### src/rtl/note_pkg.sv
// rtl/note_pkg.sv - shared types and constants for the note code player
package note_pkg;

  typedef enum logic [1:0] {IDLE, PLAY, GAP} state_t;

  localparam int VOL_BIT   = 2;
  localparam int PITCH_MSB = 1;

  localparam int HP0_DEF = 95420;
  localparam int HP1_DEF = 75758;
  localparam int HP2_DEF = 63776;
  localparam int HP3_DEF = 47801;

  function automatic int max_int(input int a, input int b);
    return (a > b) ? a : b;
  endfunction

endpackage

### src/rtl/frame_tick_gen.sv
// rtl/frame_tick_gen.sv - reloading down-counter giving a one-cycle tick every TICK_DIV cycles
module frame_tick_gen #(
  parameter int TICK_DIV = 833333
) (
  input  logic clk,
  input  logic reset_n,
  input  logic clear,
  output logic tick
);

  localparam int W = $clog2(TICK_DIV + 1);

  logic [W-1:0] cnt;

  // clear parks the counter at the top so the first tick lands TICK_DIV cycles later
  always_ff @(posedge clk or negedge reset_n) begin
    if (!reset_n) begin
      cnt <= '0;
    end else if (clear || (cnt == '0)) begin
      cnt <= W'(TICK_DIV - 1);
    end else begin
      cnt <= cnt - 1'b1;
    end
  end

  assign tick = !clear && (cnt == '0);

endmodule

### src/rtl/note_code_player.sv
// rtl/note_code_player.sv - accepts a {volume, pitch} code and plays it as a square-wave note plus gap
module note_code_player
  import note_pkg::*;
#(
  parameter int TICK_DIV   = 833333,
  parameter int NOTE_TICKS = 15,
  parameter int GAP_TICKS  = 3,
  parameter int HP0        = HP0_DEF,
  parameter int HP1        = HP1_DEF,
  parameter int HP2        = HP2_DEF,
  parameter int HP3        = HP3_DEF,
  parameter int AMP_LO     = 16,
  parameter int AMP_HI     = 96
) (
  input  logic       clk,
  input  logic       reset_n,
  input  logic       in_valid,
  input  logic [2:0] in_code,
  output logic       in_ready,
  output logic       audio_out,
  output logic [7:0] sample,
  output logic       busy,
  output logic       done
);

  localparam int HP_MAX = max_int(max_int(HP0, HP1), max_int(HP2, HP3));
  localparam int TONE_W = $clog2(HP_MAX + 1);
  localparam int TCNT_W = $clog2(max_int(NOTE_TICKS, GAP_TICKS) + 1);

  if (NOTE_TICKS < 1) begin : g_bad_note_ticks
    $error("NOTE_TICKS must be at least 1");
  end
  if ((AMP_LO > 127) || (AMP_HI > 127)) begin : g_bad_amp
    $error("AMP_LO and AMP_HI must not exceed 127");
  end

  state_t              state, state_nxt;
  logic [2:0]          code;
  logic [TONE_W-1:0]   tone_cnt, half_period;
  logic [TCNT_W-1:0]   tick_cnt;
  logic                phase, done_r, tick, last_tick, accept;
  logic [7:0]          amp;

  frame_tick_gen #(.TICK_DIV(TICK_DIV)) u_frame_tick (
    .clk     (clk),
    .reset_n (reset_n),
    .clear   (state == IDLE),
    .tick    (tick)
  );

  assign accept = in_valid && (state == IDLE);

  always_comb begin
    half_period = TONE_W'(HP0);
    case (code[PITCH_MSB:0])
      2'd1:    half_period = TONE_W'(HP1);
      2'd2:    half_period = TONE_W'(HP2);
      2'd3:    half_period = TONE_W'(HP3);
      default: half_period = TONE_W'(HP0);
    endcase
  end

  always_comb begin
    state_nxt = state;
    last_tick = 1'b0;
    case (state)
      IDLE: if (in_valid) state_nxt = PLAY;
      PLAY: if (tick && (tick_cnt == TCNT_W'(NOTE_TICKS - 1))) begin
        last_tick = 1'b1;
        state_nxt = (GAP_TICKS > 0) ? GAP : IDLE;
      end
      GAP: if (tick && (tick_cnt == TCNT_W'(GAP_TICKS - 1))) begin
        last_tick = 1'b1;
        state_nxt = IDLE;
      end
      default: state_nxt = IDLE;
    endcase
  end

  always_ff @(posedge clk or negedge reset_n) begin
    if (!reset_n) begin
      state    <= IDLE;
      code     <= '0;
      tone_cnt <= '0;
      tick_cnt <= '0;
      phase    <= 1'b0;
      done_r   <= 1'b0;
    end else begin
      state  <= state_nxt;
      done_r <= (state != IDLE) && (state_nxt == IDLE);
      if (accept) begin
        code     <= in_code;
        tone_cnt <= '0;
        tick_cnt <= '0;
        phase    <= 1'b1;
      end else begin
        if (state == PLAY) begin
          if (tone_cnt == half_period - 1'b1) begin
            tone_cnt <= '0;
            phase    <= ~phase;
          end else begin
            tone_cnt <= tone_cnt + 1'b1;
          end
        end
        // tick count restarts at each phase boundary so GAP counts from zero
        if (tick) tick_cnt <= last_tick ? '0 : tick_cnt + 1'b1;
      end
    end
  end

  assign amp       = code[VOL_BIT] ? 8'(AMP_HI) : 8'(AMP_LO);
  assign in_ready  = (state == IDLE);
  assign busy      = (state != IDLE);
  assign done      = done_r;
  assign audio_out = (state == PLAY) && phase;
  assign sample    = (state != PLAY) ? 8'd0 : (phase ? amp : (~amp + 8'd1));

endmodule

### config.mk
export PLATFORM = sky130hd
export DESIGN_NAME = note_code_player
export DESIGN_NICKNAME = d
export VERILOG_FILES = /design/src/rtl/note_pkg.sv /design/src/rtl/frame_tick_gen.sv /design/src/rtl/note_code_player.sv
export SDC_FILE = /design/constraint.sdc
export NUM_CORES = 1
export LEC_CHECK = 0
export BUFFER_PORTS_ARGS = -buffer_cell sky130_fd_sc_hd__buf_4
export CORE_UTILIZATION = 45
export DETAILED_ROUTE_END_ITERATION = 7
export GPL_ROUTABILITY_DRIVEN = 0
export SYNTH_ARGS = -nofsm -noshare
export SYNTH_HDL_FRONTEND = slang
export SYNTH_SLANG_ARGS = --single-unit
### constraint.sdc
create_clock -name clk -period 2.6 [get_ports clk]
set_clock_uncertainty 0.05 [all_clocks]
set_input_delay 0 -clock clk [delete_from_list [all_inputs] [get_ports clk]]
set_output_delay 0 -clock clk [all_outputs]
set_load 0.05 [all_outputs]
== Word level (Yosys, flattened, before mapping) ==
Index checks and enable logic that the tools add are counted.

* Input bits: 6
* Register bits after elaboration: 48
* Output and inout bits: 12

* Reduce and logical (&&, ||, !) cells: 16
* Muxes and demuxes: 21
* $add $sub $neg: 5
* Bitwise logic cells: 2
* Equality and inequality tests: 9

{| class="wikitable"
|+ Operator list
! kind !! number
|-
| 17-bit 2-to-1 mux || 3
|-
| 17-bit one-hot mux with 3 select lines || 1
|-
| 20-bit zero test || 1
|-
| 20-bit 2-to-1 mux || 1
|-
| 20-bit by 1-bit subtractor with 20-bit output, second input constant || 1
|-
| 17-bit by 1-bit adder with 17-bit output, second input constant || 1
|-
| 17-bit == test || 1
|-
| 17-bit by 1-bit subtractor with 17-bit output, second input constant || 1
|-
| 8-bit 2-to-1 mux || 2
|-
| 4-bit 2-to-1 mux || 3
|-
| 8-bit by 1-bit adder with 8-bit output, second input constant || 1
|-
| 7-bit inverter with 8-bit output || 1
|-
| 2-bit nonzero test || 4
|-
| 7-bit 2-to-1 mux || 1
|-
| 2-bit == test, second input constant || 3
|-
| 1-bit logical AND || 6
|-
| 2-bit 2-to-1 mux || 3
|-
| 2-bit one-hot mux with 3 select lines || 1
|-
| 1-bit 2-to-1 mux || 5
|-
| 4-bit by 1-bit adder with 4-bit output, second input constant || 1
|-
| 2-bit by 1-bit == test with 1-bit output, second input constant || 2
|-
| 4-bit by 2-bit == test with 1-bit output, second input constant || 1
|-
| 4-bit == test, second input constant || 1
|-
| 2-bit zero test || 2
|-
| other kinds (6) || 6
|}

== Depth between registers and ports, before layout ==
Gate-level depths: netlist (run 1).

* Depth after elaboration: 9
* Depth in mapped cells: 8

== Cells and area by module ==
Synthesis (run 1) repeated with hierarchy kept, for this count alone.

* Cell total of the unflattened synthesis: 319
* Area, all modules: 2946.6 µm²

{| class="wikitable"
|+ Modules (own cells, without submodules)
! module !! instances !! area an instance (µm²) !! cells an instance !! sequential area each (µm²)
|-
| note_code_player || 1 || 1895.6 || 216 || 700.7
|-
| frame_tick_gen || 1 || 1051.0 || 103 || 500.5
|}

== Worst setup path before layout (run 1) ==
OpenSTA, ideal clock, no wires.

* Kind: reg-to-reg
* Start point: register state[1]
* End point: register done_r, in the netlist done
* Setup slack: 0.187 ns
* Buffers on the path: 1
* Arrival time: 2.242 ns
* Data required time: 2.430 ns
* Stages on the path, launching flop included: 9
* Path through: dfrtp_1 > inv_1 > ha_1 > clkbuf_1 > inv_1 > nand2_1 > nor4b_1 > or3_1 > and4_1

* Word-level cells in the longest chain between the ends: 8
* Elaborated cells between the ends (all ways): 14

{| class="wikitable"
|+ Ends and longest elaborated chain
! what !! RTL line !! text
|-
| from (decl) || note_code_player.sv:37 || <nowiki>state_t state, state_nxt;</nowiki>
|-
| from (signal assigned) || note_code_player.sv:89 || <nowiki>state <= state_nxt;</nowiki>
|-
| 2-bit zero test * || n/a ||
|-
| named net in_ready || note_code_player.sv:19 || <nowiki>output logic in_ready,</nowiki>
|-
| 1-bit zero test || frame_tick_gen.sv:26 || <nowiki>assign tick = !clear && (cnt == '0);</nowiki>
|-
| 1-bit logical AND || frame_tick_gen.sv:26 ||
|-
| 1-bit logical AND, on equally long branches || note_code_player.sv:72, note_code_player.sv:68 ||
|-
| 2-bit 2-to-1 mux, on equally long branches || note_code_player.sv:72, note_code_player.sv:68 ||
|-
| 2-bit one-hot mux with 3 select lines * || note_code_player.sv:66 || <nowiki>case (state)</nowiki>
|-
| 2-bit zero test * || note_code_player.sv:90 || <nowiki>done_r <= (state != IDLE) && (state_nxt == IDLE);</nowiki>
|-
| 1-bit logical AND * || note_code_player.sv:90 ||
|-
| to (signal assigned) || note_code_player.sv:90 ||
|-
| to (decl) || note_code_player.sv:41 || <nowiki>logic phase, done_r, tick, last_tick, accept;</nowiki>
|}

Mark *: on every way through the listed nets, which the timed path passes. The rest lies on a longest branch.
A chain may end at the register's enable or synchronous reset.

== Worst setup path after layout (run 1) ==
* Start point: register code[0]
* End point: register phase

* Word-level cells in the longest chain between the ends: 6
* Elaborated cells between the ends (all ways): 8

{| class="wikitable"
|+ Ends and longest elaborated chain
! what !! RTL line !! text
|-
| from (decl) || note_code_player.sv:38 || <nowiki>logic [2:0] code;</nowiki>
|-
| from (signal assigned) || note_code_player.sv:92 || <nowiki>code <= in_code;</nowiki>
|-
| 2-bit == test or 2-bit by 1-bit == test with 1-bit output (tied branches) || note_code_player.sv:55 || <nowiki>case (code[PITCH_MSB:0])</nowiki>
|-
| 17-bit one-hot mux with 3 select lines * || note_code_player.sv:55 ||
|-
| 17-bit by 1-bit subtractor with 17-bit output * || note_code_player.sv:98 || <nowiki>if (tone_cnt == half_period - 1'b1) begin</nowiki>
|-
| 17-bit == test * || note_code_player.sv:98 ||
|-
| 2-bit nonzero test (no line) * || n/a ||
|-
| 2-bit AND reduction (no line) * || n/a ||
|-
| to (signal assigned) || note_code_player.sv:100 || <nowiki>phase <= ~phase;</nowiki>
|-
| to (decl) || note_code_player.sv:41 ||
|}

Every way passes the cells marked *; elsewhere a longest branch is shown, timed or not.

==> impl_metrics.ini, run 1 <==
[yosys]
synth.area.top_cells = dfrtp_1, ha_1, nor2_1, xnor2_1, nand2_1
post_synth_num_cell_types = 48
synthesis.instances = 298
count_of_flip_flops_with_a_built_in_enable_after_synthesis = 0
synth_compound_gate_area_share = 0.0861
post_synth_most_frequent_cells = dfrtp_1, nor2_1, nand2_1
synth_xor_area_frac = 0.0929
syn_area_per_cell_um2 = 9.17
combinational_family_with_the_most_area_after_synthesis = simple AND/OR/NAND/NOR gates
synth_simple_gate_area_share = 0.270
synth-main-ff-cell = dfrtp_1
synth.most_common_cell = dfrtp_1
share_of_the_yosys_chip_area_belonging_to_registers = 0.440
post-synth-top-area-fraction = 0.440
mappedNetlistArea_mm2 = 0.00273
library_cell_with_the_largest_summed_area_after_synthesis = dfrtp_1
synth_mux_area_frac = 0
ys_seq_elements = 48
yosys_warnings = 0
synth-adder-area-share = 0.0687
async_reset_ff_frac = 1.00

[timing]
setup_total_negative_slack_ns = 0
period_share = 0.946
timing.final.setup_violations = 0
timing.slew.headroom = 0.492
minimum_setup_slack_in_the_final_design_ns = 0.140
setup_repair_after_global_routing_missed_its_margin = false
post-route-min-period_ns = 2.46
timing.final.hold_violations = 0
worst_slew_pin_slew_ns = 0.759
timing_max_transition_violations_final = 0
clock.fmax_ghz = 0.407
timing.hold.ws_ns = 0.189

[global_routing]
global_route_wire_length_before_repair_mm = 9.80
antenna_found_initial = 0
grt_start_max_net_pins = 49
global_route.usage.total = 0.197
gr-total-overflow = 0
grt_pass1_vias = 2117

[clock_network]
cts_buffers = 5
clock_insertion_delay_worst_skew_ns = 0.31
clock_sinks = 48
clk_pin_slew_worst_paths_ns = 0.09
ctsRootBufferMaster = clkbuf_8
tritoncts_clock_tree = yes
cts_htree_levels = 2
clock_path_buffers = 2

[layout]
area_delta_synth_final_pct = 12.3
num-nets-final = 343
total_inserted_antenna_cells = 0
area_taken_by_multi_input_logic_gates_mm2 = 0.00143
postLayoutCellArea_mm2 = 0.00307
post_route_cells_drive_above_1_share = 0.108
final.fill_count = 562
register_area_mm2 = 0.00120

[detailed_routing]
detailedRoute.firstIterationViolations = 104
drt_first_pass_iters = 4
drcViolationCount = 0
avgRoutedWirePerCell_um = 13.8
overall_routed_net_length_mm = 5.51
num_vias = 2158
final_antenna_net_count = 0
routed_via_count_divided_by_cell_count = 5.42

[die]
floorplan.core_area_mm2 = 0.00589
die_footprint_mm2 = 0.00639
rows = 28
height_of_the_chip_um = 79.9
ios = 18
start_util = 0.464
die_width_um = 79.9

[power_and_ir_drop]
p_leak_uw = 0.00126
power-per-cell-area_mw_per_mm2 = 795
peakVddDrop_mv = 0.582

[placed_design]
pre_cts_ws_ns = 0.155
place_area_mm2 = 0.00292
dp.final_hpwl_mm = 4.04
numPortBuffers = 13

[worst_setup_path]
setup.worst_path.start_class = flop
path_delay_family = simple AND/OR/NAND/NOR gates
worst-path-max-fanout = 5
worstSetupEndpointType = flop
crit_buf_inv = 2
path_cells = inv_1, ha_1, or3_1, a2111oi_0, o2111ai_1, buf_4, or3_1, nand3_1
critical-path-slowest-cell = dfrtp_1
path_common_cell = or3_1
timing_worst_setup_path_type = flop to flop
cpPeakStageDelay_ns = 0.42
cp_data_arrival_time_ns = 2.65
cp.required_ns = 2.79

[status]
outcome = finished clean

[worst_hold_path]
min-delay-path-class = input pin to asynchronous set/reset pin

[run]
cap_viol_max_count = 0
==> cell type report <==
cell class | instances | area share
Clock buffer | 6 | 0.0269
Multi-Input combinational cell | 228 | 0.466
Sequential cell | 48 | 0.391
Inverter | 14 | 0.0171
Timing Repair Buffer | 25 | 0.0652
Clock inverter | 2 | 0.00326
Tap cell | 75 | 0.0306
==> metal layers <==
layer | global-route usage | vias to the layer above | part of all wire
met1 | 0.251 | 1042 | 0.49
met4 | 0.0661 | 0 | 0.011
li1 | - | 1076 | -
met2 | 0.334 | 33 | 0.47
met5 | 0 | - | 0
met3 | 0.0343 | 7 | 0.025
==> stage by stage <==
step / util / total power [µW] / cells
after global routing: 0.521 / 2610 / 398
after CTS: 0.520 / 2470 / 397
final: 0.521 / 2440 / 398
after detailed placement: 0.496 / 1990 / 384
after floorplan: - / 1670 / 301
after global placement: 0.496 / 1990 / 384
==> kinds of logic (layout without fill, tap and decap cells) <==
logic type | after synthesis | count (layout)
DFF | 48 | 48
AOI/OAI and AO/OA | 37 | 37
buffers and inverters | 25 | 47
adders and majority gates | 15 | 15
other | 1 | 4
xor gates and xnor gates | 29 | 29
and+or+nand+nor | 143 | 143
==> report_power, final <==
| part | internal (µW) | switching [µW] | leakage (µW) |
|---|---|---|---|
| clock network | 213 | 252 | 0.0000510 |
| registers | 852 | 112 | 0.000593 |
| logic | 352 | 658 | 0.000613 |
| total | 1420 | 1020 | 0.00126 |
==> final timing paths <==
kind,startpoint,end,slack [ns],depth (start not counted)
max,code[0],phase,0.14,8
max reg2reg,code[0],phase,0.14,8
min reg2reg,u_frame_tick.cnt[0],u_frame_tick.cnt[0],0.44,1
max in group asynchronous,reset_n,tick_cnt[0],1.90,2
min,reset_n,tone_cnt[15],0.19,2
min in group clk,in_code[2],code[2],0.40,4
==> sequential cells by signal (all words and copies together), names as in the netlist <==
signal	flops
code	3
done	1
phase	1
u_frame_tick.cnt	20
tone_cnt	17
state	2
tick_cnt	4
==> layout by cell type (no fill, tap or decap), types with 11 or more instances in the layout <==
master and n:
buf_4 20, dfrtp_1 48, xor2_1 12, nand3_1 20
ha_1 15, nand2_1 30, o21ai_0 11, inv_1 13
nor2_1 41, xnor2_1 17
==> timing repair <==
item | in CTS | in global routing
setup endpoints to repair | 0 | 14
endpoints found under the hold margin | 52 | 0
hold buffers | 5 | 0
resized for setup | 0 | 0
buffers inserted | 0 | 1
Note: power is estimated with default switching activity, not from simulation.
==> run 2, diff against run 1 <==
- CORE_ASPECT_RATIO: unset -> 0.75
- SETUP_SLACK_MARGIN: unset -> 0.02
==> run 2 against run 1 <==
Effect of this change: first-iteration DRC count up 17%; register-to-register slack barely moved; non-clock buffer count increased by 1; largest cell class unchanged.
==> impl_metrics.ini, run 2 (same netlist as run 1, synthesis figures left out) <==
[status]
outcome = finished clean

[detailed_routing]
final_antenna_net_count = 0
drcViolationCount = 0
drt_first_pass_iters = 5
avgRoutedWirePerCell_um = 14.4
detailedRoute.firstIterationViolations = 122
overall_routed_net_length_mm = 5.78
routed_via_count_divided_by_cell_count = 5.47
num_vias = 2197

[timing]
timing.final.hold_violations = 0
post-route-min-period_ns = 2.47
worst_slew_pin_slew_ns = 0.717
timing.final.setup_violations = 0
clock.fmax_ghz = 0.404
period_share = 0.951
minimum_setup_slack_in_the_final_design_ns = 0.127
timing.slew.headroom = 0.520
timing_max_transition_violations_final = 0

[power_and_ir_drop]
register_share_of_total_power = 0.372
power.switching_uw = 1040
power.combinational.fraction = 0.398
p_int_uw = 1530
power-per-cell-area_mw_per_mm2 = 825
p_leak_uw = 0.00128
share_clk_of_total_power = 0.230
peakVddDrop_mv = 0.334
netSwitchingFraction = 0.405

[die]
rows = 24
height_of_the_chip_um = 69.5
die_width_um = 92.0
ios = 18
floorplan.core_area_mm2 = 0.00583
die_footprint_mm2 = 0.00639
start_util = 0.469

[global_routing]
global_route_wire_length_before_repair_mm = 10.0
grt_start_max_net_pins = 49
grt_pass1_vias = 2043
gr-total-overflow = 0
global_route.usage.total = 0.199
antenna_found_initial = 0

[placed_design]
placed_cells = 388
dp.final_hpwl_mm = 4.14
numPortBuffers = 13
place_area_mm2 = 0.00293
pre_cts_ws_ns = 0.140

[worst_setup_path]
critical-path-slowest-cell = dfrtp_1
timing_worst_setup_path_type = flop to flop
cp_data_arrival_time_ns = 2.67
worst-r2r-cell-count = 8
path_common_cell = or3_1
setup.worst_path.start_class = flop
cp.required_ns = 2.80
worst-path-max-fanout = 5
cpPeakStageDelay_ns = 0.42
worstSetupEndpointType = flop
path_cells = inv_1, ha_1, or3_1, a2111oi_2, o2111ai_1, buf_4, or3_1, nand3_1

[layout]
layout_common_cells = dfrtp_1, nor2_1, nand2_1, buf_4, nand3_1
area_delta_synth_final_pct = 14.2
largest_registers_in_the_final_layout = u_frame_tick.cnt (20), tone_cnt (17), tick_cnt (4)
post_route_cells_drive_above_1_share = 0.114
largest_register_ffs = 20
num-nets-final = 344
mostFrequentLayoutCell = dfrtp_1
total_inserted_antenna_cells = 0
final.fill_count = 539
postLayoutCellArea_mm2 = 0.00312
fin_util = 0.536
largest_register = u_frame_tick.cnt
fin_cells = 402

[clock_network]
clk_pin_slew_worst_paths_ns = 0.10
ctsRootBufferMaster = clkbuf_8
cts_buffers = 5
tritoncts_clock_tree = yes
clock_insertion_delay_worst_skew_ns = 0.30
clock_sinks = 48
clock_path_buffers = 2
cts_htree_levels = 2

[worst_hold_path]
min-delay-path-class = input pin to asynchronous set/reset pin

[run]
cap_viol_max_count = 0
## run 2: changes by cell type in the layout (fill, tap and decap cells not counted)
cell       previous run  this run
a2111oi_0             1         0
a2111oi_2             0         1
buf_4                20        21
bufinv_16             0         1
clkbuf_8              6         7
clkinv_2              2         0
## run 2: power groups by stage
stage / registers [µW] / logic (µW) / clock network (µW)
final: 958 / 1020 / 592
after global routing: 973 / 1140 / 635
after global placement: 971 / 997 / 0
after floorplan: 976 / 690 / 0
after CTS: 957 / 1020 / 605
after detailed placement: 971 / 1010 / 0
## run 2: worst paths after layout
| path | start | end | slack, ns |
|---|---|---|---|
| hold / removal | reset_n | u_frame_tick.cnt[16] | 0.20 |
| hold reg to reg | u_frame_tick.cnt[0] | u_frame_tick.cnt[0] | 0.45 |
| max in group asynchronous | reset_n | u_frame_tick.cnt[13] | 1.88 |
| setup reg to reg | code[0] | phase | 0.13 |
| setup / recovery | code[0] | phase | 0.13 |
| min in group clk | in_code[1] | code[1] | 0.39 |
## run 2: critical path, delay by kind of cell (launching register included)
kind / cells / cell delay [ns]
adders and majority gates: 1 / 0.33
and+or+nand+nor: 3 / 0.73
AOI/OAI and AO/OA: 2 / 0.60
buffers and inverters: 2 / 0.28
DFF: 1 / 0.42
## run 2: layout make-up
| cell class | count | area, µm² | share of cell area |
|---|---|---|---|
| Multi-Input combinational cell | 228 | 1440 | 0.460 |
| Sequential cell | 48 | 1200 | 0.385 |
| Timing Repair Buffer | 26 | 208 | 0.0666 |
| Tap cell | 78 | 97.6 | 0.0313 |
| Clock buffer | 7 | 96.3 | 0.0309 |
| Inverter | 14 | 52.6 | 0.0168 |
| Clock inverter | 1 | 30.0 | 0.00962 |
## run 2: routing by layer
layer / vias up / global-route usage / wire [µm]
li1: 1077 / - / -
met1: 1052 / 0.318 / 3050
met2: 66 / 0.265 / 2330
met3: 2 / 0.0482 / 370
met4: 0 / 0.0521 / 29
met5: - / 0 / 0
## run 2: what timing repair did
| item | in CTS | in global routing |
|---|---|---|
| endpoints found under the hold margin | 53 | 0 |
| endpoints found under the setup margin | 0 | 15 |
| hold buffers | 5 | 0 |
| resized for setup | 0 | 2 |
| setup buffers | 0 | 1 |
## run 2: through the flow
stage | total power, µW | hold WS, ns | setup TNS, ns
5_1_grt | 2740 | 0.256 | -0.0162
2_1_floorplan | 1670 | -0.346 | 0
4_1_cts | 2580 | 0.223 | 0
3_5_place_dp | 1980 | 0.00709 | 0
6_report | 2580 | 0.196 | 0
3_3_place_gp | 1970 | 0.00939 | 0
